===== config.mk =====
export PLATFORM = sky130hd
export DESIGN_NAME = uart_tx_fifo
export DESIGN_NICKNAME = d
export VERILOG_FILES = /design/src/rtl/uart_tx_fifo.sv
export SDC_FILE = /design/constraint.sdc
export NUM_CORES = 1
export LEC_CHECK = 0
export CAP_MARGIN = 10
export CORE_ASPECT_RATIO = 1.4
export CORE_MARGIN = 4
export CORE_UTILIZATION = 50
export DETAILED_ROUTE_END_ITERATION = 10
export DONT_BUFFER_PORTS = 1
export PLACE_DENSITY_LB_ADDON = 0.25
export RECOVER_POWER = 25
export SLEW_MARGIN = 40
export SYNTH_ARGS = -nofsm -noshare
export SYNTH_HDL_FRONTEND = slang
export SYNTH_SLANG_ARGS = --single-unit
export TNS_END_PERCENT = 20

===== constraint.sdc =====
create_clock -name clk -period 2.97 [get_ports clk]
set_clock_uncertainty 0.15 [all_clocks]
set_input_delay 0.297 -clock clk [delete_from_list [all_inputs] [get_ports clk]]
set_output_delay 0.297 -clock clk [all_outputs]
set_load 0.005 [all_outputs]

===== src/rtl/uart_tx_fifo.sv =====
`timescale 1ns/1ps
`default_nettype none
// ============================================================================
// Module      : uart_tx_fifo
// Description : UART transmitter with a small byte FIFO in front of it.
//               Bytes enter through a valid/ready port and are sent as 8N1
//               frames (start 0, 8 data bits LSB first, stop 1). Queued
//               bytes go out back-to-back with no idle bits between frames.
//               Optional feature macro: UART_TX_PARITY_EN. When defined, an
//               even-parity bit is inserted between the data and stop bits
//               (8E1, 11-bit frame).
// Parameters  : FIFO_DEPTH   - byte FIFO entries (power of two, >= 2)
//               CLKS_PER_BIT - clk cycles per UART bit (>= 1)
// Ports       : clk        - clock, all logic on posedge
//               rst        - synchronous active-high reset
//               in_data    - byte to transmit
//               in_valid   - in_data valid
//               in_ready   - FIFO can accept (transfer = in_valid & in_ready)
//               tx         - UART serial line, idle high, registered
//               busy       - frame in progress or FIFO non-empty
//               fifo_count - bytes waiting in the FIFO (excludes byte on line)
// Revision    : 1.0 - initial release
// ============================================================================
module uart_tx_fifo #(
    parameter int FIFO_DEPTH   = 4,
    parameter int CLKS_PER_BIT = 1
) (
    input  logic                          clk,
    input  logic                          rst,
    input  logic [7:0]                    in_data,
    input  logic                          in_valid,
    output logic                          in_ready,
    output logic                          tx,
    output logic                          busy,
    output logic [$clog2(FIFO_DEPTH):0]   fifo_count
);

    localparam int c_addr_w = $clog2(FIFO_DEPTH);
    localparam int c_cnt_w  = c_addr_w + 1;
    localparam int c_tmr_w  = (CLKS_PER_BIT > 1) ? $clog2(CLKS_PER_BIT) : 1;

    localparam logic [c_cnt_w-1:0] c_depth    = c_cnt_w'(FIFO_DEPTH);
    localparam logic [c_tmr_w-1:0] c_tmr_last = c_tmr_w'(CLKS_PER_BIT - 1);

    typedef enum logic [2:0] {
        S_IDLE   = 3'd0,
        S_START  = 3'd1,
        S_DATA   = 3'd2,
        S_PARITY = 3'd3,
        S_STOP   = 3'd4
    } state_t;

    // ------------------------------------------------------------------------
    // Registers
    // ------------------------------------------------------------------------
    logic [7:0]          r_mem [FIFO_DEPTH];
    logic [c_addr_w-1:0] r_wr_ptr;
    logic [c_addr_w-1:0] r_rd_ptr;
    logic [c_cnt_w-1:0]  r_count;
    state_t              r_state;
    logic [7:0]          r_shift;
    logic [2:0]          r_bit_idx;
    logic [c_tmr_w-1:0]  r_timer;
    logic                r_tx;
`ifdef UART_TX_PARITY_EN
    logic                r_parity;
`endif

    // ------------------------------------------------------------------------
    // Combinational signals
    // ------------------------------------------------------------------------
    logic               w_push;
    logic               w_pop;
    logic               w_not_empty;
    logic               w_tick;
    logic [7:0]         w_head;
    state_t             w_state_next;
    logic [7:0]         w_shift_next;
    logic [2:0]         w_bit_next;
    logic [c_tmr_w-1:0] w_tmr_next;
    logic               w_tx_next;

    // No bypass: a full FIFO refuses a byte even when a pop happens the same
    // cycle. in_ready is also forced low while reset is asserted.
    assign in_ready    = ~rst & (r_count < c_depth);
    assign w_push      = in_valid & in_ready;
    assign w_not_empty = (r_count != '0);
    assign w_head      = r_mem[r_rd_ptr];
    assign w_tick      = (r_timer == c_tmr_last);

    assign tx          = r_tx;
    assign busy        = (r_state != S_IDLE) | w_not_empty;
    assign fifo_count  = r_count;

    // ------------------------------------------------------------------------
    // Next-state / datapath logic. w_tx_next is the line value for the state
    // being entered, so tx leaves a register and changes on the same edge as
    // the state.
    // ------------------------------------------------------------------------
    always_comb begin
        w_state_next = r_state;
        w_pop        = 1'b0;
        w_shift_next = r_shift;
        w_bit_next   = r_bit_idx;
        w_tx_next    = 1'b1;
        w_tmr_next   = w_tick ? '0 : r_timer + 1'b1;

        case (r_state)
            S_IDLE: begin
                w_tmr_next = '0;
                if (w_not_empty) begin
                    w_pop        = 1'b1;
                    w_shift_next = w_head;
                    w_bit_next   = 3'd0;
                    w_tx_next    = 1'b0;
                    w_state_next = S_START;
                end
            end

            S_START: begin
                w_tx_next = 1'b0;
                if (w_tick) begin
                    w_state_next = S_DATA;
                    w_bit_next   = 3'd0;
                    w_tx_next    = r_shift[0];
                end
            end

            S_DATA: begin
                w_tx_next = r_shift[0];
                if (w_tick) begin
                    if (r_bit_idx == 3'd7) begin
`ifdef UART_TX_PARITY_EN
                        w_state_next = S_PARITY;
                        w_tx_next    = r_parity;
`else
                        w_state_next = S_STOP;
                        w_tx_next    = 1'b1;
`endif
                    end else begin
                        w_bit_next   = r_bit_idx + 3'd1;
                        w_shift_next = {1'b0, r_shift[7:1]};
                        w_tx_next    = r_shift[1];
                    end
                end
            end

`ifdef UART_TX_PARITY_EN
            S_PARITY: begin
                w_tx_next = r_parity;
                if (w_tick) begin
                    w_state_next = S_STOP;
                    w_tx_next    = 1'b1;
                end
            end
`endif

            S_STOP: begin
                w_tx_next = 1'b1;
                if (w_tick) begin
                    // Chain straight into the next start bit when a byte is
                    // waiting, so queued frames leave with no idle gap.
                    if (w_not_empty) begin
                        w_pop        = 1'b1;
                        w_shift_next = w_head;
                        w_bit_next   = 3'd0;
                        w_tx_next    = 1'b0;
                        w_state_next = S_START;
                    end else begin
                        w_state_next = S_IDLE;
                    end
                end
            end

            default: begin
                w_state_next = S_IDLE;
                w_tmr_next   = '0;
            end
        endcase
    end

    // ------------------------------------------------------------------------
    // FSM and shifter state
    // ------------------------------------------------------------------------
    always_ff @(posedge clk) begin
        if (rst) begin
            r_state   <= S_IDLE;
            r_shift   <= '0;
            r_bit_idx <= '0;
            r_timer   <= '0;
            r_tx      <= 1'b1;
        end else begin
            r_state   <= w_state_next;
            r_shift   <= w_shift_next;
            r_bit_idx <= w_bit_next;
            r_timer   <= w_tmr_next;
            r_tx      <= w_tx_next;
        end
    end

`ifdef UART_TX_PARITY_EN
    // Parity is captured at pop time because the shifter discards bits.
    always_ff @(posedge clk) begin
        if (rst) begin
            r_parity <= 1'b0;
        end else if (w_pop) begin
            r_parity <= ^w_head;
        end
    end
`endif

    // ------------------------------------------------------------------------
    // FIFO pointers and occupancy. Pointers wrap naturally since the depth is
    // a power of two. A pop only occurs when non-empty, and a push only when
    // not full, so the count never leaves 0..FIFO_DEPTH.
    // ------------------------------------------------------------------------
    always_ff @(posedge clk) begin
        if (rst) begin
            r_wr_ptr <= '0;
            r_rd_ptr <= '0;
            r_count  <= '0;
        end else begin
            if (w_push) begin
                r_wr_ptr <= r_wr_ptr + 1'b1;
            end
            if (w_pop) begin
                r_rd_ptr <= r_rd_ptr + 1'b1;
            end
            case ({w_push, w_pop})
                2'b10:   r_count <= r_count + 1'b1;
                2'b01:   r_count <= r_count - 1'b1;
                default: r_count <= r_count;
            endcase
        end
    end

    // Storage needs no reset: entries are only read after being written.
    always_ff @(posedge clk) begin
        if (w_push) begin
            r_mem[r_wr_ptr] <= in_data;
        end
    end

endmodule
`default_nettype wire

Yosys cells after proc, flatten, opt, wreduce, memory -nomap -nowiden
Memories as Yosys holds them, arrays and structs flattened. A register that Yosys moved wholly into a read port is not among the register bits.
Index checks and enable logic that the tools add are counted.
{"block": "totals", "output_inout_bits": 6, "wordCells": 77, "n_memories": 1, "in_bits": 11, "ram_bits": 32, "regBits": 23}
{"memory": "r_mem", "depth": 4, "width": 8, "read_ports": 1, "rd_ports_with_merged_regs": 1, "wr": 1, "line": "56", "text": "logic [7:0] r_mem [FIFO_DEPTH];"}
{"block": "classes", "bitwise_logic": 6, "magnitude_cmp": 1, "add_sub_neg": 6, "reduce_logical": 11, "n_mux": 32, "eq_ne": 12}
{"cell": "$mux W8", "n": 4}
{"cell": "$mux W3", "n": 10}
{"cell": "$pmux W3 S4", "n": 2}
{"cell": "$pmux W8 S3", "n": 1}
{"cell": "$ne A2 B2 Y1 const B", "n": 6}
{"cell": "$mux W1", "n": 10}
{"cell": "$reduce_and A5 Y1", "n": 2}
{"cell": "$reduce_bool A3 Y1", "n": 3}
{"cell": "$add A3 B1 Y3 const B", "n": 2}
{"cell": "$eq A3 B3 Y1 const B", "n": 2}
{"cell": "$pmux W3 S2", "n": 1}
{"cell": "$reduce_or A3 Y1", "n": 2}
{"cell": "$add A2 B1 Y2 const B", "n": 2}
{"cell": "$mux W2", "n": 2}
{"cell": "$pmux W1 S4", "n": 1}
{"cell": "$reduce_and A4 Y1", "n": 1}
{"cell": "$reduce_bool A4 Y1", "n": 1}
{"cell": "$eq A3 B1 Y1 const B", "n": 1}
{"cell": "$eq A3 B2 Y1 const B", "n": 1}
{"cell": "$logic_not A3 Y1", "n": 1}
{"cell": "$lt A3 B3 Y1 const B", "n": 1}
{"cell": "$not A1 Y1", "n": 3}
{"cell": "$sub A3 B1 Y3 const B", "n": 1}
{"cell": "$and A1 B1 Y1", "n": 2}
{"cell": "other kinds (6)", "n": 6}

Longest topological paths before layout
Gate-level depths: netlist of the first run.
{"block": "depth", "word_depth": 6, "ltp_mapped": 9, "ltp_nobuf": 8}

Worst setup path before layout of the first run
OpenSTA, ideal clock, no wires.
{"block": "synth_path", "path_type": "reg-to-reg", "from": "register r_count[0] (netlist: fifo_count[0])", "to": "register r_count[2] (netlist: fifo_count[2])", "setup_time_ps": 71, "t_required_ps": 2749, "path_slack_ps": 554, "n_path_buf": 1, "path_stages_with_launch": 9, "arrival_ps": 2195, "period_less_slack_ps": 2416, "cell_sequence": "dfxtp_1 -> or3_1 -> buf_2 -> and3_2 -> ha_1 -> fa_1 -> xnor2_1 -> or3_1 -> a21oi_1"}
{"block": "synth_via", "elab_chain_cells": 6, "word_cells_on_any_way": 13, "cone_classes": "add/sub (2); order compare (1); eq/ne (2); mux (4); bitwise (2); reduce/logical (2)"}
{"element": "start, declared", "line": "59", "text": "logic [c_cnt_w-1:0] r_count;"}
{"element": "start signal, assigned", "line": "230", "text": "2'b10: r_count <= r_count + 1'b1;"}
{"element": "start signal, assigned", "line": "231", "text": "2'b01: r_count <= r_count - 1'b1;"}
{"element": "start signal, assigned", "line": "232", "text": "default: r_count <= r_count;"}
{"element": "$reduce_bool A3 Y1", "line": "87", "text": "assign w_not_empty = (r_count != '0);"}
{"element": "$mux W1", "line": "111, 163"}
{"element": "$mux W1", "line": "160", "text": "if (w_tick) begin"}
{"element": "$pmux W1 S2", "line": "108", "text": "case (r_state)"}
{"element": "$eq A2 B1 Y1 / $eq A2 B2 Y1 (equally long branches)", "line": "229", "text": "case ({w_push, w_pop})"}
{"element": "$pmux W3 S2 / $reduce_bool A2 Y1 (equally long branches)"}
Parallel ways exist; a longest one is shown, timed or not.
A chain may end at the register's enable or synchronous reset.

Worst setup path in the final report of the first run
Same ends and word-level chain as after synthesis.

==> results of run 1 <==
[layout make-up]
cell class                      instances  area [sq um]  area share [%]
Clock buffer                            9           124            4.46
Tap cell                               64          80.1            2.89
Sequential cell                        57          1460            52.7
Multi-Input combinational cell        119           916            33.0
Inverter                                8          30.0            1.08
Clock inverter                          7          71.3            2.57
Timing Repair Buffer                   10          92.6            3.34
[layer usage]
| metal | GRT usage, % | vias to the layer above | wire length, microns |
|---|---|---|---|
| met4 | 8.12 | 0 | 114 |
| met1 | 19.5 | 740 | 1810 |
| met2 | 26.2 | 29 | 2280 |
| met3 | 6.44 | 10 | 203 |
| li1 | - | 738 | - |
| met5 | 0 | - | 0 |
[worst reg2reg max path: cells and delay by family, from the launching register on]
kind	cells	cell delay [ns]
compound gates	1	0.15
xor+xnor	1	0.14
fa+ha+maj	2	0.60
simple gates	3	1.05
flops	1	0.39
[logic make-up (layout without fill, tap and decap cells)]
kind of cell | after synthesis | after routing | synth area share (%)
simple gates | 65 | 65 | 12.6
flops | 57 | 57 | 59.0
compound gates | 31 | 31 | 10.4
buf+inv | 22 | 34 | 3.94
mux | 9 | 9 | 7.68
fa+ha+maj | 8 | 8 | 4.35
xor+xnor | 5 | 5 | 1.77
other cells | 1 | 1 | 0.152
[final timing paths]
kind                                    start  depth (start not counted)  slack [ns]             to
worst max-delay path            fifo_count[0]                          7        0.41  fifo_count[2]
worst min-delay path                      rst                          3        0.03     r_shift[7]
worst max register to register  fifo_count[0]                          7        0.41  fifo_count[2]
worst min register to register   r_bit_idx[1]                          2        0.32   r_bit_idx[1]
[stage by stage]
step	instance area (sq um)	util [%]	hold slack, ns	worst slack (ns)
after floorplan	2470	-	0.246	0.554
after global placement	2490	51.9	0.219	0.511
after detailed placement	2490	51.9	0.221	0.457
after CTS	2780	57.9	0.00741	0.417
after global routing	2780	57.8	0.0329	0.337
final	2780	57.8	0.0251	0.410
[state kept, by name, indices dropped and copies added (netlist names), 2 cells and up, named ones only]
signal	count
fifo_count	3
r_state	3
r_bit_idx	3
r_shift	8
r_wr_ptr	2
r_mem	32
r_rd_ptr	2
[placed cells by master (no fill, tap or decap), drive strengths merged, types with 6 or more instances in the layout]
cell type    Yosys  layout
clkbuf           9       9
mux4             8       8
ha               7       7
nor3             7       7
inv              8       8
nor2            20      20
dlygate4sd3      0       8
a311oi           7       7
dfxtp           25      25
nand2           16      16
o21ai            6       6
a21oi            9       9
edfxtp          32      32
[power by group through the flow]
| stage | combinational [uW] | sequential, uW | clock [uW] |
|---|---|---|---|
| 6_report | 829 | 1110 | 706 |
| 5_1_grt | 927 | 1130 | 752 |
| 4_1_cts | 831 | 1110 | 722 |
| 3_5_place_dp | 801 | 1130 | 0 |
| 3_3_place_gp | 767 | 1120 | 0 |
| 2_1_floorplan | 759 | 1060 | 0 |
==> reports/qor.txt, run 1 <==
Synth Instances: 198
Synth Flop Type: edfxtp_1
syn nets: 217
Diodes inserted: 0
nets@finish: 224
asr flop ratio synth: 0%
Flop pwr share: 42.0%
run status: complete, no violations
peak supply drop: 606 uV
RSZ-0062 raised after global routing: no
DRT iter0 DRCs: 97
CP dominant cell by count: or3_1
first-pass GRT wire length: 7310 microns
Critical Path AT: 2.68 ns
TNS Setup: 0 ns
wire per inst: 16.1 microns
post-synthesis cell type count: 39
number of global-route vias before repair: 1555
top cells by count, synth: edfxtp_1 (32), dfxtp_1 (25), nor2_1 (20)
H-tree depth: 3
Vias: 1517
static leakage: 0.000957 uW
Seq/Total Area, Yosys: 59.0%
kind of end point of the critical path: flip-flop
global placement routability congestion: 0.719
Chip Height: 91.2 microns
clock share of power: 26.7%
Tot GR Track Use: 16.7%
Die Wd: 67.5 microns
CTS Buf Count: 9
TritonCTS clock tree: built
IO Pins: 17
share of cells above drive strength 1: 17.6%
critical setup path kind: reg -> reg
Yosys top cell area share: 38.8%
Overflow after GRT: 0
vias per cell: 5.54
Comb pwr share: 31.3%
number of enable flip-flop cells after synthesis: 32
number of max-cap violations: 0
Power Internal: 1720 uW
Worst Tran Pin Value: 0.561 ns
Core Footprint: 4800 sq um
largest net degree at the start of global routing: 24
Fill cells: 436
post-synth top area cell: edfxtp_1
initial antenna violation count: 0
Post-CTS Setup Repair Bufs: 0
Yosys reg bits: 57
fin crit share: 86.2%
Layout Cells excl Fill: 274
Clock Tree Buf Depth: 2
Synth Area per Inst: 12.5 sq um
most numerous cell in the Yosys netlist: edfxtp_1
final hold violations: 0
Detail Placement HPWL: 2900 microns
placed cell count: 249
total die area: 6160 sq um
Pwr Density: 954 nW/um^2
Root Buffer: clkbuf_8
DRT Pass-1 Iters: 4
slowest CP cell: or3_1
Starting Density: 51.5%
# clock sinks: 57
top post-synthesis cells by area: edfxtp_1 (39%), dfxtp_1 (20%), mux4_2 (7.3%), a311oi_2 (4.2%), ha_1 (3.5%)
final WL: 4410 microns
net load switching power: 925 uW
hold buffers post-CTS: 9
Pins Over Slew Limit: 0
Sw Ratio: 34.9%
overall power consumption: 2650 uW
clock slew at reported path FFs: 0.07 ns
Slew HR: 62.5%
FMAX: 0.391 GHz
crit-path cells: or3_1 > and3_2 > ha_1 > fa_1 > xnor2_1 > or3_1 > a21oi_1
Area Overhead vs Synth: 12.1%
post-route ant nets: 0
Post-CTS Resized: 0
Tmin final: 2.56 ns
WP buf/inv: 0
Worst setup SP type: flip-flop
CP top delay family: simple AND/OR/NAND/NOR gates
Remaining DRCs: 0
WP data required: 3.09 ns
Rows: 30
worst-path fanout max: 7
Hold WC Path Type: in -> reg
Ys Warns: 0
latest clock arrival within the worst-skew pair: 0.34 ns
Setup violations, final: 0
slowest cell delay on critical path: 0.49 ns
Buffers on Ports: 0
synthesized area: 2470 sq um
(Power assumes the default switching activity.)
==> inputs of run 2 (changes only) <==
Settings changed: CORE_MARGIN 4 to 8, TNS_END_PERCENT 20 to default.
Clock period 2.97 ns to 3.2 ns, I/O delays scaled along.
==> run 2 against run 1 <==
Count of clock-buffer cells in the layout did not move. Critical endpoint unchanged. Combinational power fell by 10%. Flip-flop and latch count did not move. Cell area rose by 1.4%. Register-to-register slack improved by 0.24 ns. Non-clock buffer count fell by 1. Sequential power fell by 6%. Die area rose by 22%. Highest routed layer unchanged. Utilization rose by 0.83 points. Via count rose by 0.53%. Largest power group unchanged.
==> reports/qor.txt, run 2 (synthesis results as in run 1) <==
TritonCTS clock tree: built
Detail Placement HPWL: 3000 microns (+3.5%)
IO Pins: 17 (unchanged)
post-route ant nets: 0 (unchanged)
cell count of the worst reg-to-reg path: 7 (unchanged)
Area Overhead vs Synth: 13.8%
placed cell count: 248 (-0.40%)
vias per cell: 5.59 (+0.90%)
largest net degree at the start of global routing: 24 (unchanged)
crit-path cells: or3_1 > and3_2 > ha_1 > fa_1 > xnor2_1 > or3_1 > a21oi_1
Pins Over Slew Limit: 0 (unchanged)
Vias: 1525 (+0.53%)
critical setup path kind: reg -> reg
first-pass GRT wire length: 7430 microns (+1.6%)
slowest CP cell: or3_1
Core Footprint: 4800 sq um (unchanged)
latest clock arrival within the worst-skew pair: 0.33 ns (about the same)
beginning of the worst register-to-register path: fifo_count[0]
kind of end point of the critical path: flip-flop
Diodes inserted: 0 (unchanged)
Setup violations, final: 0 (unchanged)
Overflow after GRT: 0 (unchanged)
Critical Path AT: 2.65 ns (-0.03 ns)
most frequent cells in the layout: edfxtp_1 (32), dfxtp_1 (25), nor2_1 (20)
Top reg by flops: r_mem
biggest regs: r_mem x32, r_shift x8
number of global-route vias before repair: 1632 (+5.0%)
CTS Buf Count: 9 (unchanged)
max reg flops: 32 (unchanged)
peak supply drop: 425 uV (-30%)
nets@finish: 223 (-0.45%)
Slew HR: 63.9% (+1.4 points)
DRT Pass-1 Iters: 4 (unchanged)
final hold violations: 0 (unchanged)
final WL: 4390 microns (-0.50%)
slowest cell delay on critical path: 0.48 ns (about the same)
FF-to-FF setup slack: 0.65 ns (+0.24 ns)
Layout Cells excl Fill: 273 (-0.36%)
FF/Latch Area: 1460 sq um (unchanged)
r2r endpoint: fifo_count[2]
Hold WC Path Type: in -> reg
Remaining DRCs: 0 (unchanged)
Tmin final: 2.55 ns (-0.0105 ns)
Worst Slack Setup Final: 0.651 ns (+0.241 ns)
worst-path fanout max: 7 (unchanged)
number of max-cap violations: 0 (unchanged)
Post-CTS Resized: 0 (unchanged)
WP data required: 3.30 ns (+0.21 ns)
Die Wd: 75.5 microns (+12%)
clock slew at reported path FFs: 0.07 ns (about the same)
FMAX: 0.392 GHz (+0.41%)
Clock Tree Buf Depth: 2 (unchanged)
TNS Setup: 0 ns (unchanged)
Hold Path End: r_shift[7]
run status: complete, no violations
H-tree depth: 3 (unchanged)
wire per inst: 16.1 microns (-0.13%)
Hold Path Stages: 3 (unchanged)
Root Buffer: clkbuf_8
Chip Height: 99.2 microns (+8.8%)
Worst Tran Pin Value: 0.541 ns (-0.0205 ns)
# clock sinks: 57 (unchanged)
DRT iter0 DRCs: 87 (-10%)
initial antenna violation count: 0 (unchanged)
Rows: 30 (unchanged)
Worst setup SP type: flip-flop
CP dominant cell by count: or3_1
Starting Density: 51.5% (unchanged)
Fill cells: 421 (-3.4%)
Pwr Density: 920 nW/um^2 (-3.5%)
static leakage: 0.000976 uW (+2.0%)
Multi-input gate area: 916 sq um (unchanged)
share of cells above drive strength 1: 17.2% (-0.39 points)
Tot GR Track Use: 13.5% (-3.2 points)
Buffers on Ports: 0 (unchanged)
Post-Place Worst Slack: 0.674 ns (+0.217 ns)
fin crit share: 79.7% (-6.5 points)
total die area: 7490 sq um (+22%)
hold path start: rst
RSZ-0062 raised after global routing: no
commonest non-fill, non-tap cell in the layout: edfxtp_1
global placement routability congestion: 0.767 (+6.6%)
## run 2: changes by cell type in the layout (fill, tap and decap cells not counted), sizes merged
cell,before,now
clkinv,3,2
bufinv,1,3
clkinvlp,3,2
buf,2,1
## run 2: what timing repair did
action,4_1_cts,5_1_grt
hold endpoints to repair,56,0
hold buffers,9,0
setup buffers,0,0
## run 2: area by class of cell
class / instances / area share [%]
clock inverters: 7 / 4.22
flip-flops and latches: 57 / 51.9
clock buffers: 9 / 4.40
well taps: 64 / 2.84
inverters: 8 / 1.07
repair buffers: 9 / 3.02
multi-input cells: 119 / 32.5
## run 2: layer usage
layer  wire length [microns]  track usage (%)
met5                       0                0
met4                     131             8.92
met3                     178             4.53
met2                    2350             22.6
met1                    1730             13.5
## run 2: metrics by stage
stage,instance area [sq um],total power [uW],hold slack (ns),util (%)
3_5_place_dp,2490,1780,0.244,51.8
2_1_floorplan,2470,1690,0.269,-
4_1_cts,2820,2620,0.0396,58.7
3_3_place_gp,2490,1750,0.243,51.8
5_1_grt,2820,2760,0.0693,58.6
6_report,2820,2590,0.0598,58.6
## run 2: worst max path at each step
stage	from	end	slack, ns	cells after the start
after detailed placement	fifo_count[0]	fifo_count[2]	0.67	7
after global placement	fifo_count[0]	fifo_count[2]	0.74	7
after floorplan	fifo_count[0]	fifo_count[2]	0.78	8
final	fifo_count[0]	fifo_count[2]	0.65	7
after global routing	fifo_count[0]	fifo_count[2]	0.52	7
after CTS	fifo_count[0]	fifo_count[2]	0.63	7
## run 2: worst max-delay path, delay by kind of cell, from the launching register on
kind	cells	cell delay, ns
and+or+nand+nor	3	1.03
adders and majority gates	2	0.61
DFF	1	0.38
xor gates and xnor gates	1	0.14
AOI/OAI and AO/OA	1	0.14
## run 2: power breakdown
group	internal [uW]	switching, uW	total, uW
Clock	516	292	809
Sequential	906	134	1040
Combinational	333	410	743
==> inputs of run 3 (changes only) <==
Clock period 3.2 ns to 2.4 ns, I/O delays scaled along.
==> run 3 against run 2 <==
Power grew 30%. Utilization grew 0.57 points. Global-route usage grew 0.16 points. Die area is the same. Critical path depth is the same. Clock power grew 7.2%. Flip-flop and latch count is the same. Via count grew 3.5%. Sequential share of layout area shrank 0.46 points. Sequential power grew 27%. Non-clock buffer count grew 9. Critical endpoint unchanged.
==> reports/qor.txt, run 3 (synthesis results as in run 1) <==
run status: complete, no violations
net load switching power: 1150 uW (+37%)
Diodes inserted: 0 (unchanged)
placed inst area: 2560 sq um (+2.8%)
Clock Tree Buf Depth: 2 (unchanged)
Buffers on Ports: 0 (unchanged)
r2r endpoint: fifo_count[2]
cell count of the worst reg-to-reg path: 7 (unchanged)
Worst Tran Pin Value: 0.549 ns (+0.00781 ns)
WP data required: 2.51 ns (-0.79 ns)
Rows: 30 (unchanged)
Overflow after GRT: 0 (unchanged)
Tmin final: 2.29 ns (-0.261 ns)
initial antenna violation count: 0 (unchanged)
Root Buffer: clkbuf_8
Hold WC Path Type: in -> reg
hold path start: in_valid
latest clock arrival within the worst-skew pair: 0.33 ns (about the same)
Sw Ratio: 34.2% (+1.9 points)
Hold Path End: r_wr_ptr[1]
Worst setup SP type: flip-flop
Setup violations, final: 0 (unchanged)
Core Footprint: 4800 sq um (unchanged)
Remaining DRCs: 0 (unchanged)
commonest non-fill, non-tap cell in the layout: edfxtp_1
Critical Path AT: 2.40 ns (-0.25 ns)
largest net degree at the start of global routing: 25 (+4.2%)
Pwr Density: 1180 nW/um^2 (+29%)
Detail Placement HPWL: 3200 microns (+6.6%)
global placement routability congestion: 0.814 (+6.1%)
Final Instance Area: 2840 sq um (+0.98%)
number of max-cap violations: 0 (unchanged)
final hold violations: 0 (unchanged)
Chip Height: 99.2 microns (unchanged)
clock slew at reported path FFs: 0.07 ns (about the same)
share of cells above drive strength 1: 21.6% (+4.3 points)
final WL: 4530 microns (+3.3%)
Power Internal: 2210 uW (+26%)
Post-Place Worst Slack: 0.0493 ns (-0.625 ns)
Tot GR Track Use: 13.6% (+0.16 points)
FMAX: 0.437 GHz (+11%)
total die area: 7490 sq um (unchanged)
FF-to-FF setup slack: 0.11 ns (-0.54 ns)
slowest CP cell: or3_1
DRT iter0 DRCs: 119 (+37%)
peak supply drop: 678 uV (+59%)
TNS Setup: 0 ns (unchanged)
Hold Path Stages: 2 (-1)
DRT Pass-1 Iters: 6 (+2)
vias per cell: 5.60 (+0.24%)
number of global-route vias before repair: 1642 (+0.61%)
Area Overhead vs Synth: 14.9%
biggest regs: r_mem x32, r_shift x8
Flop pwr share: 39.3% (-0.8 points)
Slew HR: 63.4% (-0.52 points)
TritonCTS clock tree: built
CP dominant cell by count: or3_1
Pins Over Slew Limit: 0 (unchanged)
worst-path fanout max: 2 (-5)
Vias: 1579 (+3.5%)
# clock sinks: 57 (unchanged)
Worst Slack Setup Final: 0.112 ns (-0.539 ns)
Die Wd: 75.5 microns (unchanged)
fin crit share: 95.3% (+16 points)
clock share of power: 25.8% (-5.4 points)
Starting Density: 51.5% (unchanged)
Top reg by flops: r_mem
overall power consumption: 3360 uW (+30%)
wire per inst: 16.1 microns (about the same)
static leakage: 0.000997 uW (+2.1%)
first-pass GRT wire length: 7580 microns (+2.0%)
post-route ant nets: 0 (unchanged)
slowest cell delay on critical path: 0.39 ns (-0.09 ns)
most frequent cells in the layout: edfxtp_1 (32), dfxtp_1 (24), nor2_1 (20)
critical setup path kind: reg -> reg
RSZ-0062 raised after global routing: no
hold_ws: 0.0795 ns (+0.0197 ns)
max reg flops: 32 (unchanged)
H-tree depth: 3 (unchanged)
beginning of the worst register-to-register path: fifo_count[0]
nets@finish: 232 (+4.0%)
IO Pins: 17 (unchanged)
CTS Buf Count: 9 (unchanged)
Comb pwr share: 35.0% (+6.3 points)
kind of end point of the critical path: flip-flop
crit-path cells: or3_1 > and3_4 > ha_2 > fa_1 > xnor2_1 > or3_1 > a21oi_1
-- run 3: critical path, delay by kind of cell, from the launching register on --
| kind | cells | cell delay [ns] |
|---|---|---|
| simple gates | 3 | 0.89 |
| flops | 1 | 0.32 |
| fa+ha+maj | 2 | 0.57 |
| compound gates | 1 | 0.15 |
| xor+xnor | 1 | 0.14 |
-- run 3: power groups by stage --
stage,combinational (uW),clock [uW],sequential [uW]
4_1_cts,1170,885,1330
5_1_grt,1310,929,1340
3_3_place_gp,1070,0,1330
3_5_place_dp,1140,0,1350
6_report,1180,867,1320
2_1_floorplan,939,0,1310
-- run 3: routing by layer --
metal  up-vias  part of all wire, %  track usage, %
met1       772                   40            14.1
met5         -                    0               0
met4         0                  2.6            8.32
li1        754                    -               -
met2        40                   54            23.6
met3        13                  3.4            3.22
-- run 3: what timing repair did --
item / CTS / global route
hold buffers: 9 / 0
hold endpoints to repair: 56 / 0
setup buffers: 0 / 0
setup endpoints to repair: 0 / 1
resized for setup: 0 / 2
-- run 3: area by class of cell --
type	instances	area, sq um
clock buffer	9	124
multi-input combinational	119	922
fill	422	1960
timing repair buffer	18	153
tap	64	80.1
inverter	8	30.0
clock inverter	7	71.3
sequential	57	1460
-- run 3: stage by stage --
stage / utilization (%) / std cells
2_1_floorplan: - / 198
3_3_place_gp: 53.2 / 257
3_5_place_dp: 53.2 / 257
4_1_cts: 59.1 / 282
5_1_grt: 59.2 / 282
6_report: 59.2 / 282
-- run 3: worst max-delay path by stage --
| stage | start | slack [ns] | to | depth (start not counted) |
|---|---|---|---|---|
| 6_report | fifo_count[0] | 0.11 | fifo_count[2] | 7 |
| 5_1_grt | fifo_count[2] | 0.01 | fifo_count[2] | 9 |
| 4_1_cts | fifo_count[0] | 0.02 | fifo_count[2] | 7 |
| 3_5_place_dp | fifo_count[0] | 0.05 | fifo_count[2] | 7 |
| 3_3_place_gp | fifo_count[0] | 0.14 | fifo_count[2] | 7 |
| 2_1_floorplan | fifo_count[0] | 0.009 | fifo_count[2] | 8 |
